`src/rtl/fetch_ctrl.sv`:
```
// Instruction-fetch sequencer: owns the PC, fetches over req/ack, hands words to decode over valid/ready.
// Optional FETCH_PERF_EN adds fetch/flush performance counters.
module fetch_ctrl #(
    parameter int unsigned      WIDTH    = 32,
    parameter logic [WIDTH-1:0] RESET_PC = '0
) (
    input  logic             clk,
    input  logic             rst,
    input  logic             pcsrc,
    input  logic [WIDTH-1:0] branch_pc,
    input  logic [WIDTH-1:0] imm_op,
    output logic             mem_req,
    output logic [WIDTH-1:0] mem_addr,
    input  logic             mem_ack,
    input  logic [31:0]      mem_rdata,
    output logic             instr_valid,
    input  logic             instr_ready,
    output logic [31:0]      instr,
    output logic [WIDTH-1:0] instr_pc
`ifdef FETCH_PERF_EN
    ,
    output logic [31:0]      perf_fetch_cnt,
    output logic [31:0]      perf_flush_cnt
`endif
);

    localparam int unsigned DATA_W = 32;
    localparam int unsigned CNT_W  = 32;

    typedef enum logic [1:0] {
        IDLE  = 2'd0,
        REQ   = 2'd1,
        DRAIN = 2'd2,
        HOLD  = 2'd3
    } state_t;

    state_t             state_q, state_d;
    logic [WIDTH-1:0]   pc_q, pc_d;
    logic [WIDTH-1:0]   pend_q, pend_d;
    logic [WIDTH-1:0]   instr_pc_q, instr_pc_d;
    logic [DATA_W-1:0]  instr_q, instr_d;
    logic               valid_q, valid_d;
    logic               req_q, req_d;
    logic [WIDTH-1:0]   sum_c;
    logic [WIDTH-1:0]   target_c;

    // Redirect target is always word aligned
    assign sum_c    = branch_pc + imm_op;
    assign target_c = {sum_c[WIDTH-1:2], 2'b00};

    assign mem_addr    = pc_q;
    assign mem_req     = req_q;
    assign instr_valid = valid_q;
    assign instr       = instr_q;
    assign instr_pc    = instr_pc_q;

    always_ff @(posedge clk) begin
        if (!rst) begin
            state_q    <= IDLE;
            pc_q       <= RESET_PC;
            pend_q     <= '0;
            instr_pc_q <= '0;
            instr_q    <= '0;
            valid_q    <= 1'b0;
            req_q      <= 1'b0;
        end else begin
            state_q    <= state_d;
            pc_q       <= pc_d;
            pend_q     <= pend_d;
            instr_pc_q <= instr_pc_d;
            instr_q    <= instr_d;
            valid_q    <= valid_d;
            req_q      <= req_d;
        end
    end

    always_comb begin
        state_d    = state_q;
        pc_d       = pc_q;
        pend_d     = pend_q;
        instr_pc_d = instr_pc_q;
        instr_d    = instr_q;
        valid_d    = valid_q;

        case (state_q)
            IDLE: begin
                if (pcsrc) begin
                    pc_d = target_c;
                end else begin
                    state_d = REQ;
                end
            end
            REQ: begin
                if (mem_ack) begin
                    if (pcsrc) begin
                        pc_d    = target_c;
                        state_d = IDLE;
                    end else begin
                        instr_d    = mem_rdata;
                        instr_pc_d = pc_q;
                        valid_d    = 1'b1;
                        pc_d       = pc_q + WIDTH'(4);
                        state_d    = HOLD;
                    end
                end else if (pcsrc) begin
                    pend_d  = target_c;
                    state_d = DRAIN;
                end
            end
            // Keep the in-flight request stable until its ack, then take the latest redirect
            DRAIN: begin
                if (pcsrc) begin
                    pend_d = target_c;
                end
                if (mem_ack) begin
                    pc_d    = pcsrc ? target_c : pend_q;
                    state_d = IDLE;
                end
            end
            HOLD: begin
                if (pcsrc) begin
                    valid_d = 1'b0;
                    pc_d    = target_c;
                    state_d = IDLE;
                end else if (instr_ready) begin
                    valid_d = 1'b0;
                    state_d = REQ;
                end
            end
            default: begin
                valid_d = 1'b0;
                state_d = IDLE;
            end
        endcase

        req_d = (state_d == REQ) || (state_d == DRAIN);
    end

`ifdef FETCH_PERF_EN
    logic [CNT_W-1:0] fetch_cnt_q;
    logic [CNT_W-1:0] flush_cnt_q;

    // Count accepted transfers and every redirect cycle outside IDLE
    always_ff @(posedge clk) begin
        if (!rst) begin
            fetch_cnt_q <= '0;
            flush_cnt_q <= '0;
        end else begin
            if (state_q == HOLD && instr_ready && !pcsrc) begin
                fetch_cnt_q <= fetch_cnt_q + CNT_W'(1);
            end
            if (pcsrc && (state_q == REQ || state_q == DRAIN || state_q == HOLD)) begin
                flush_cnt_q <= flush_cnt_q + CNT_W'(1);
            end
        end
    end

    assign perf_fetch_cnt = fetch_cnt_q;
    assign perf_flush_cnt = flush_cnt_q;
`endif

endmodule

```
`config.mk`:
```
export PLATFORM = sky130hd
export DESIGN_NAME = fetch_ctrl
export DESIGN_NICKNAME = d
export VERILOG_FILES = /design/src/rtl/fetch_ctrl.sv
export SDC_FILE = /design/constraint.sdc
export NUM_CORES = 1
export LEC_CHECK = 0
export ABC_AREA = 1
export BUFFER_PORTS_ARGS = -buffer_cell sky130_fd_sc_hd__buf_2
export CAP_MARGIN = 20
export CORE_ASPECT_RATIO = 2
export CORE_MARGIN = 2
export CORE_UTILIZATION = 30
export CTS_CLUSTER_SIZE = 40
export DETAILED_ROUTE_END_ITERATION = 10
export SYNTH_ARGS = -nofsm -noshare
export SYNTH_HDL_FRONTEND = slang
export SYNTH_SLANG_ARGS = --single-unit
```
`constraint.sdc`:
```
create_clock -name clk -period 3 [get_ports clk]
set_input_delay 0.3 -clock clk [delete_from_list [all_inputs] [get_ports clk]]
set_output_delay 0.3 -clock clk [all_outputs]
set_load 0.02 [all_outputs]
```
### Word-level counts from Yosys, hierarchy flattened

Index checks and enable logic that the tools add are counted.

* $add $sub $neg: 2
* equality and inequality tests: 11
* mux-type cells: 21
* bitwise operators: 1
* reduce and logical (&&, ||, !) cells: 9

Operator list (count)
* $mux 32: 6
* $pmux 32 s3: 1
* $pmux 32 s2: 1
* $add 32x3->32 const B: 1
* $add 32x32->32: 1
* $mux 2: 7
* $ne 2x2->1 const B: 4
* $pmux 2 s4: 1
* $eq 2x2->1 const B: 3
* $reduce_and 3->1: 2
* $eq 2x1->1 const B: 2
* $mux 1: 4
* $reduce_and 4->1: 1
* $reduce_bool 2->1: 2
* $ne 3x3->1 const B: 1
* $logic_not 2->1: 1
* $ne 2x1->1 const B: 1
* $pmux 1 s2: 1
* $reduce_and 2->1: 1
* $reduce_or 2->1: 1
* $logic_or 1x1->1: 1
* $not 1->1: 1

* flip-flop bits (word level): 132
* bits of input ports: 101
* output and inout port bits: 98
* logic and storage cells: 51

### Depth between registers and ports, before layout

* depth in word-level cells: 5
* gate-level depth with buffers: 17
* depth with buffers taken out: 17

### Worst setup path before layout

Ideal clock, no wire load.

* path type: flip-flop to flip-flop
* start point: reg pc_q[2], in the netlist mem_addr[2]
* end point: reg pc_q[28], in the netlist mem_addr[28]
* library setup time: 0.109 ns
* data arrival time: 1.972 ns
* data required time: 2.891 ns
* path slack: 0.919 ns
* stages on the path, launching flop included: 17
* buffers on the path: 0
* clock period less this slack: 2.081 ns
* cells stage by stage: dfxtp_1 -> ha_1 -> nand2_1 -> nor2_2 -> nand2_2 -> nor2_4 -> nand2_4 -> nor2_4 -> nand2_2 -> nor2_4 -> nand4_1 -> clkinv_1 -> nand3_1 -> nand3_1 -> nand3_1 -> nand2_1 -> inv_1

* longest elaborated chain between the ends: 4

Ends and longest elaborated chain
* start: declaration: line 38 `logic [WIDTH-1:0] pc_q, pc_d;`
* start signal: assignment: line 68 `pc_q <= pc_d;`
* $add 32x3->32: line 102 `pc_d = pc_q + WIDTH'(4);`
* $mux 32: line 95 `if (pcsrc) begin`
* $mux 32: line 94 `if (mem_ack) begin`
* $pmux 32 s3: line 85 `case (state_q)`

No other way between the ends. The select of a mux whose other input is x is not followed.
A chain may end at the register's enable or synchronous reset.

### Worst setup path after layout

* start point: reg state_q[1]
* end point: reg pc_q[31], in the netlist mem_addr[31]

* longest elaborated chain between the ends: 4
* elaborated cells on any way between the ends: 10
* those cells by class: eq/ne (6); mux (1); reduce/logical (3)

Ends and longest elaborated chain
* start: declaration: line 37 `state_t state_q, state_d;`
* start signal: assignment: line 67 `state_q <= state_d;`
* $eq 2x2->1 / $logic_not 2->1 (equally long branches): line 85
* $reduce_or 2->1 (no line)
* $ne 2x1->1 (no line)
* $reduce_and 3->1 (no line)

Several ways; a longest one is shown, not always the timed one.

==> results.py <==
metrics = {
    "clocking": {
        "clock-sinks": 132,
        "clk_latency_ps": 430,
        "cts_tree": "yes",
        "post_cts_buffers": 0,
        "ctsHoldBuffers": 0,
        "cts-root-buf": "clkbuf_16",
        "cts_resized": 0,
        "clk_path_buf_depth": 2,
        "cts.htree.levels": 4,
        "cts-buffers-inserted": 17,
        "cts.clk_slew.worst_paths_ps": 60,
    },
    "power": {
        "powerDensity_mw_per_mm2": 847,
        "total_power_uw": 8740,
        "comb_power_share_pct": 44.3,
        "intPower_uw": 4950,
        "p_switching_uw": 3790,
        "p_leak_uw": 0.00532,
        "ir_drop_mv": 0.411,
        "power_frac_clock_pct": 26.5,
        "seq_power_share_pct": 29.2,
        "switching_share_pct": 43.4,
    },
    "place": {
        "place_ws_ps": 561,
        "numPortBuffers": 198,
        "hpwl_um": 23400,
        "place_area_mm2": 0.00966,
        "place_congestion": 0.929,
    },
    "logic_synthesis": {
        "synth_edf_count": 0,
        "yosys.cell_types.count": 43,
        "async_flop_share_pct": 0,
        "synth-seq-cells": 132,
        "synth_ff_type": "dfxtp_1",
        "synth-seq-area-share_pct": 32.1,
        "avgSynthCellArea_um2": 6.46,
        "synthCells": 1275,
        "ys_warn_count": 0,
        "syn_area_mm2": 0.00824,
        "syn-num-nets": 1411,
    },
    "sta": {
        "rsz0062_at_grt": "false",
        "slew_viol_final": 0,
        "hold_violations": 0,
        "min_period_ps": 2490,
        "slew_headroom_pct": 46.0,
        "finalSetupViolCount": 0,
        "final.setup_skew_ps": 11.2,
        "layout_setup_ws_ps": 507,
        "fin_tns_setup_ps": 0,
        "timing.fmax_mhz": 401,
        "timing.final.crit_share_pct": 83.1,
        "worst_pin_slew_ps": 809,
    },
    "floorplan": {
        "initial_core_util_pct": 30.5,
        "die_w_um": 121,
        "rows": 85,
        "core-area_mm2": 0.0270,
        "ioPinCount": 199,
        "dieHeight_um": 238,
        "dieArea_mm2": 0.0289,
    },
    "critical_path": {
        "worst-path-buf-inv": 5,
        "startpoint": "state_q[1]",
        "cp_max_fo": 13,
        "cp-end-kind": "flip-flop",
        "start_kind": "flip-flop",
        "crit_required_ps": 3280,
        "rrSetupSlack_ps": 510,
        "reg2reg_depth": 12,
        "worstPathArrival_ps": 2780,
        "cpLargestDelayFamily": "buffers and inverters",
        "critPathMaxStageDelay_ps": 380,
        "slowest_stage": "ha_1",
        "critical_path_class": "reg -> reg",
        "rr_endpoint": "mem_addr[31]",
        "path_cells": "inv_1 -> ha_1 -> inv_2 -> nor2_1 -> nor2_1 -> o21ai_2 -> inv_2 -> buf_4 -> nand2_1 -> inv_1 -> nand2_1 -> a21oi_1",
        "cp.depth": 12,
        "crit_path_end": "mem_addr[31]",
        "r2r-start": "state_q[1]",
    },
    "grt": {
        "grt_antenna_before_repair": 0,
        "grt_max_degree": 85,
        "grt_first_pass_wirelength_um": 46600,
        "grt-ovfl-total": 0,
        "grt_pass1_vias": 9068,
        "grt.total_usage_pct": 20.6,
    },
    "job": {
        "drv_cap": 0,
    },
    "layout": {
        "final_cell_mix": "nand2_1 (279), buf_2 (198), nor2_1 (166)",
        "drive_gt1_share_pct": 19.7,
        "final_area_mm2": 0.0103,
        "areaGrowthSynthToFinish_pct": 25.3,
        "fin_nets": 1601,
        "final_core_util_pct": 38.2,
        "num_antenna_cells": 0,
        "layout_commonest_cell": "nand2_1",
    },
    "min_path": {
        "hold_class": "in -> reg",
    },
    "route": {
        "drcViolationCount": 0,
        "ant_nets": 0,
        "via_per_inst": 4.90,
        "post_drt_wl_per_cell_um": 16.1,
        "firstDrtPassIters": 6,
        "vias": 8944,
        "wirelength_um": 29500,
        "first_iter_violations": 522,
    },
    "status": {
        "outcome": "completed",
    },
}
## tightest hold or removal path, stage by stage
cell and delay (ps):
buf_2 70, nor2_1 30, nor2_1 80
## synthesized netlist by cell type (5+ instances only)
library cell    n  area share (%)
xor2_1         20             2.1
o211ai_1       23             2.1
inv_1         144             6.6
o21bai_1       21             1.9
nor3_1         17             1.0
nand3_1        67             4.1
a21oi_1       111             6.7
inv_2          11            0.50
ha_1           35             5.3
nor2_4          7            0.96
o21ai_0       116             7.0
buf_2          12            0.73
nor2_1        166             7.6
o21ai_1        12            0.73
dfxtp_1       132              32
nand4_1         8            0.61
a31oi_1         8            0.61
clkbuf_1       37             1.7
nand2_1       279              13
nand3b_1        5            0.46
## metrics by stage
stage | cells | hold WS (ps)
6_report | 1826 | 94.0
5_1_grt | 1826 | 86.3
4_1_cts | 1826 | 72.6
3_5_place_dp | 1794 | 434
3_3_place_gp | 1794 | 426
2_1_floorplan | 1275 | 415
## layout make-up
type / count / area, µm²
clock inverter: 15 / 230
clock buffer: 17 / 425
multi-input combinational: 938 / 4820
tap: 348 / 435
fill: 2979 / 16700
timing repair buffer: 220 / 1180
inverter: 156 / 586
sequential: 132 / 2640
## layer usage
layer,part of all wire (%),global-route usage [%],vias up
met5,0,0,-
li1,-,-,4548
met1,37,21.0,4053
met3,4.3,2.82,57
met2,54,39.6,286
met4,4.2,10.6,0
## worst min-delay path by stage
stage                             start         to  slack [ps]  cells after the start
after floorplan               pend_q[0]  pend_q[0]         420                      2
after global placement        pend_q[1]  pend_q[1]         430                      2
after detailed placement      pend_q[0]  pend_q[0]         430                      2
after CTS                 mem_rdata[10]  instr[10]          70                      3
after global routing       mem_rdata[0]   instr[0]          90                      3
final                      mem_rdata[0]   instr[0]          90                      3
## cells by family (layout without fill, tap and decap cells)
logic type      after synthesis  in the layout  synth area share [%]
compound gates              309            309                  21.0
xor+xnor                     24             24                  2.55
fa+ha+maj                    35             35                  5.32
buf+inv                     205            408                  9.52
flops                       132            132                  32.1
simple gates                570            570                  29.6
## sequential cells by signal, summed over array words and instances (netlist names)
signal,cells
instr_pc,32
pend_q,32
mem_req,1
mem_addr,32
state_q,2
instr_valid,1
instr,32
## power by group through the flow
stage | Clock [µW] | Sequential (µW) | Combinational (µW)
floorplan | 0 | 2840 | 2210
global placement | 0 | 2570 | 3860
detailed placement | 0 | 2580 | 3860
CTS | 2370 | 2550 | 3880
global route | 2440 | 2610 | 4340
finish | 2310 | 2550 | 3880
(Power assumes the default switching activity.)
